File: config.mk
export PLATFORM = sky130hd
export DESIGN_NAME = ifft_butterfly_pipe
export DESIGN_NICKNAME = d
export VERILOG_FILES = /design/src/rtl/ifft_butterfly_pipe.sv
export SDC_FILE = /design/constraint.sdc
export NUM_CORES = 2
export LEC_CHECK = 0
export CAP_MARGIN = 25
export CORE_MARGIN = 2
export CORE_UTILIZATION = 40
export DETAILED_ROUTE_END_ITERATION = 10
export GPL_ROUTABILITY_DRIVEN = 0
export HOLD_SLACK_MARGIN = 0.12
export PLACE_DENSITY = 0.59
export SETUP_SLACK_MARGIN = 0.5
export SYNTH_ARGS = -nofsm -noshare
export SYNTH_HDL_FRONTEND = slang
export SYNTH_SLANG_ARGS = --single-unit
File: constraint.sdc
create_clock -name clk -period 13 [get_ports clk]
set_clock_uncertainty 0.1 [all_clocks]
set_input_delay 1.95 -clock clk [delete_from_list [all_inputs] [get_ports clk]]
set_output_delay 1.95 -clock clk [all_outputs]
set_load 0.05 [all_outputs]
File: src/rtl/ifft_butterfly_pipe.sv
// Radix-2 inverse DIT butterfly: a=(y0+y1)/2, b=((y0-y1)/2)*conj(tw); 2-cycle latency, 1 beat/cycle.
// Backpressure: one global advance (!out_valid || out_ready) stalls both stages together; in_ready mirrors it.
module ifft_butterfly_pipe #(
    parameter int DATA_W = 16,
    parameter int TAG_W  = 4
) (
    input  logic              clk,
    input  logic              rst_n,
    input  logic              in_valid,
    output logic              in_ready,
    input  logic [DATA_W-1:0] y0_re,
    input  logic [DATA_W-1:0] y0_im,
    input  logic [DATA_W-1:0] y1_re,
    input  logic [DATA_W-1:0] y1_im,
    input  logic [DATA_W-1:0] tw_re,
    input  logic [DATA_W-1:0] tw_im,
    input  logic [TAG_W-1:0]  in_tag,
    output logic              out_valid,
    input  logic              out_ready,
    output logic [DATA_W-1:0] a_re,
    output logic [DATA_W-1:0] a_im,
    output logic [DATA_W-1:0] b_re,
    output logic [DATA_W-1:0] b_im,
    output logic [TAG_W-1:0]  out_tag
);

    logic adv;

    logic              s1_vld_q, s1_vld_d;
    logic [DATA_W-1:0] s_re_q, s_re_d, s_im_q, s_im_d;
    logic [DATA_W-1:0] d_re_q, d_re_d, d_im_q, d_im_d;
    logic [DATA_W-1:0] tw_re_q, tw_re_d, tw_im_q, tw_im_d;
    logic [TAG_W-1:0]  s1_tag_q, s1_tag_d;

    logic              s2_vld_q, s2_vld_d;
    logic [DATA_W-1:0] a_re_q, a_re_d, a_im_q, a_im_d;
    logic [DATA_W-1:0] b_re_q, b_re_d, b_im_q, b_im_d;
    logic [TAG_W-1:0]  out_tag_q, out_tag_d;

    logic signed [DATA_W-1:0] h0_re, h0_im, h1_re, h1_im;

    assign adv      = !s2_vld_q || out_ready;
    assign in_ready = adv;

    // floor((x+y)/2) = (x>>>1)+(y>>>1)+(x0&y0) and floor((x-y)/2) = (x>>>1)-(y>>>1)-(~x0&y0):
    // bit-identical to halving the DATA_W+1 sum/difference, without ever needing the extra bit.
    always_comb begin
        h0_re = $signed(y0_re) >>> 1;
        h0_im = $signed(y0_im) >>> 1;
        h1_re = $signed(y1_re) >>> 1;
        h1_im = $signed(y1_im) >>> 1;

        s1_vld_d = s1_vld_q;
        s_re_d   = s_re_q;
        s_im_d   = s_im_q;
        d_re_d   = d_re_q;
        d_im_d   = d_im_q;
        tw_re_d  = tw_re_q;
        tw_im_d  = tw_im_q;
        s1_tag_d = s1_tag_q;
        if (adv) begin
            s1_vld_d = in_valid;
            s_re_d   = h0_re + h1_re + DATA_W'(y0_re[0] & y1_re[0]);
            s_im_d   = h0_im + h1_im + DATA_W'(y0_im[0] & y1_im[0]);
            d_re_d   = h0_re - h1_re - DATA_W'(~y0_re[0] & y1_re[0]);
            d_im_d   = h0_im - h1_im - DATA_W'(~y0_im[0] & y1_im[0]);
            tw_re_d  = tw_re;
            tw_im_d  = tw_im;
            s1_tag_d = in_tag;
        end
    end

    // Low DATA_W bits of each full product depend only on the operands' low bits,
    // so a DATA_W-wide multiply-accumulate yields the truncated conj product directly.
    always_comb begin
        s2_vld_d  = s2_vld_q;
        a_re_d    = a_re_q;
        a_im_d    = a_im_q;
        b_re_d    = b_re_q;
        b_im_d    = b_im_q;
        out_tag_d = out_tag_q;
        if (adv) begin
            s2_vld_d  = s1_vld_q;
            a_re_d    = s_re_q;
            a_im_d    = s_im_q;
            b_re_d    = d_re_q * tw_re_q + d_im_q * tw_im_q;
            b_im_d    = d_im_q * tw_re_q - d_re_q * tw_im_q;
            out_tag_d = s1_tag_q;
        end
    end

    always_ff @(posedge clk or negedge rst_n) begin
        if (!rst_n) begin
            s1_vld_q  <= 1'b0;
            s_re_q    <= '0;
            s_im_q    <= '0;
            d_re_q    <= '0;
            d_im_q    <= '0;
            tw_re_q   <= '0;
            tw_im_q   <= '0;
            s1_tag_q  <= '0;
            s2_vld_q  <= 1'b0;
            a_re_q    <= '0;
            a_im_q    <= '0;
            b_re_q    <= '0;
            b_im_q    <= '0;
            out_tag_q <= '0;
        end else begin
            s1_vld_q  <= s1_vld_d;
            s_re_q    <= s_re_d;
            s_im_q    <= s_im_d;
            d_re_q    <= d_re_d;
            d_im_q    <= d_im_d;
            tw_re_q   <= tw_re_d;
            tw_im_q   <= tw_im_d;
            s1_tag_q  <= s1_tag_d;
            s2_vld_q  <= s2_vld_d;
            a_re_q    <= a_re_d;
            a_im_q    <= a_im_d;
            b_re_q    <= b_re_d;
            b_im_q    <= b_im_d;
            out_tag_q <= out_tag_d;
        end
    end

    assign out_valid = s2_vld_q;
    assign a_re      = a_re_q;
    assign a_im      = a_im_q;
    assign b_re      = b_re_q;
    assign b_im      = b_im_q;
    assign out_tag   = out_tag_q;

endmodule

==> out/results.tsv <==
metric	value	unit
pin_count	174	
synth_cells	2908	
crit_top_cell	fa_1	
yosysMostFrequentCell	nand2_1	
place.detailed.hpwl	51900	microns
grt_antenna_before_repair	2	
die_y	257	microns
io_buffers	173	
drt-initial-drc-count	905	
wl_per_cell	18.1	microns
clk_latency	0.49	ns
crit_type	flip-flop to flip-flop	
final-hold-violation-count	0	
slowest_stage	dfrtp_1	
slew-limit-headroom	28.5	%
placementRows	92	
synth-edff-count	0	
numCtsBuffers	17	
postRouteWirelength	69700	microns
synth.area.top_cells	fa_1 (30%), dfrtp_1 (17%), ha_1 (13%), and2_1 (8.1%), nand2_1 (7.7%)	
die_area	66100	sq um
synth_top_cell_area_share	29.7	%
dieWidth	257	microns
path_max_fanout	25	
dp_slack	5.95	ns
setup_tns	0	ns
areaGrowthSynthToFinish	12.2	%
cap_violations	0	
vias	19272	
critPathMaxStageDelay	1.03	ns
globalRouteTotalUtil	22.1	%
path_cells	and2_1 -> fa_1 -> inv_1 -> fa_1 -> fa_1 -> inv_1 -> ha_1 -> inv_1 -> fa_1 -> inv_1 -> fa_1 -> inv_1 -> fa_1 -> inv_1 -> fa_1 -> ha_1 -> o21a_1 -> o31a_1 -> nor4_1 -> a21oi_1 -> a22oi_1 -> a21oi_1 -> xnor2_1 -> mux2_4	
cts.htree.levels	4	
fin_ws	5.93	ns
gr-total-overflow	0	
syn_avg_cell_area	8.81	sq um
outcome	finished clean	
synth_area	25600	sq um
clk_path_buf_depth	2	
holdBufCountCts	0	
detail-route-antenna-nets	0	
post_cts_buffers	0	
core_area	63200	sq um
timing.final.crit_share	54.4	%
ctsResizeCount	0	
yosys_warnings	0	
ys_seq_area_share	16.6	%
root_buffer	clkbuf_16	
arrival	7.35	ns
setup_violations	0	
clk_pin_slew	0.09	ns
startpoint_type	flip-flop	
tightest_slew	1.07	ns
grt_pass1_vias	21139	
syn_nets	3660	
synth_flop_cell	dfrtp_1	
synth_top_cell_by_area	fa_1	
synth_common_cells	nand2_1 (525), inv_1 (515), fa_1 (380)	
final_max_slew_viol_count	0	
fin_nets	3742	
async_reset_ff_share	100	%
synth_cell_type_count	54	
hold_class	flip-flop to flip-flop	
grt_max_degree	175	
vias_per_cell	5.01	
rsz0062_at_grt	no	
cts_num_sinks	170	
grt_pass1_wl	114000	microns
drtPass1Iterations	5	
tritoncts	done	
fmax	141	MHz
drive_gt1_share	2.33	%
required	13.28	ns
ys_ff_latch	170	
drc	0	
fin_crit	7.07	ns
start_util	40.6	%
endpoint_kind	flip-flop	
[final timing paths]
kind / startpoint / endpoint / slack, ns / depth (start not counted)
worst max register to register: d_re_q[4] / b_re[15] / 5.93 / 24
worst min register to register: a_im[1] / a_im[1] / 0.37 / 2
min in group asynchronous: rst_n / b_re[7] / 1.33 / 1
worst max-delay path: d_re_q[4] / b_re[15] / 5.93 / 24
max in group asynchronous: rst_n / tw_im_q[12] / 10.29 / 3
worst min-delay path: a_im[1] / a_im[1] / 0.37 / 2
[metrics by stage]
stage          util [%]  hold WS (ns)  instance area [sq um]  cells
2_1_floorplan         -         0.330                  25600   2908
3_3_place_gp       44.4         0.343                  28100   3814
3_5_place_dp       44.5         0.356                  28100   3815
4_1_cts            45.4         0.371                  28700   3847
5_1_grt            45.5         0.398                  28700   3849
6_report           45.5         0.367                  28700   3850
[layer usage]
| metal | wire length (microns) | track usage [%] | up-vias | share of wire (%) |
|---|---|---|---|---|
| met2 | 32900 | 36.9 | 495 | 47 |
| li1 | - | - | 8934 | - |
| met3 | 3570 | 3.94 | 153 | 5.1 |
| met4 | 2780 | 8.61 | 4 | 4.0 |
| met5 | 25 | 0 | - | 0.036 |
| met1 | 30400 | 28.4 | 9686 | 44 |
[area by class of cell]
cell class                      instances  area (sq um)
Timing Repair Buffer                  197          1970
Clock inverter                         14           155
Antenna cell                            1          2.50
Multi-Input combinational cell       2089         18900
Sequential cell                       170          4250
Inverter                              515          1940
Tap cell                              846          1060
Clock buffer                           18           439
Fill cell                            6142         34500
[cell usage in the layout, fill, tap and decap left out, types with 19 or more instances in the layout]
cell and count:
clkdlybuf4s50_1 172, o21ai_0 61, ha_1 268, xor2_1 46, nand2_1 525, buf_4 20
inv_1 514, dfrtp_1 170, nor2_1 77, fa_1 380, a21o_1 19, xnor2_1 124
and2_1 331, a21oi_1 75
[state kept, by name, indices dropped and copies added, names as in the netlist, 16 cells and up]
signal and flops:
d_re_q 16, b_re 16, d_im_q 16, tw_im_q 16
tw_re_q 16, a_im 16, a_re 16, s_im_q 16
b_im 16, s_re_q 16
[worst max-delay path: cells and delay by family, from the launching register on]
kind | cells | cell delay [ns]
AO/OA/AOI/OAI | 5 | 0.88
XOR/XNOR | 1 | 0.10
adder cells (fa/ha/maj) | 9 | 3.92
buffers and inverters | 6 | 0.33
flip-flops | 1 | 1.03
multiplexers | 1 | 0.26
AND/OR/NAND/NOR | 2 | 0.32
[cells by family after synthesis]
kind of cell / Yosys count / synth area share, %
AOI/OAI and AO/OA: 252 / 6.10
buffers and inverters: 649 / 9.56
adders and majority gates: 648 / 42.8
xor gates and xnor gates: 174 / 6.11
DFF: 170 / 16.6
muxes: 1 / 0.0586
and+or+nand+nor: 1014 / 18.8
Power is not shown: default switching activity piles up to over one toggle a cycle in this logic, so the estimate is an artifact.
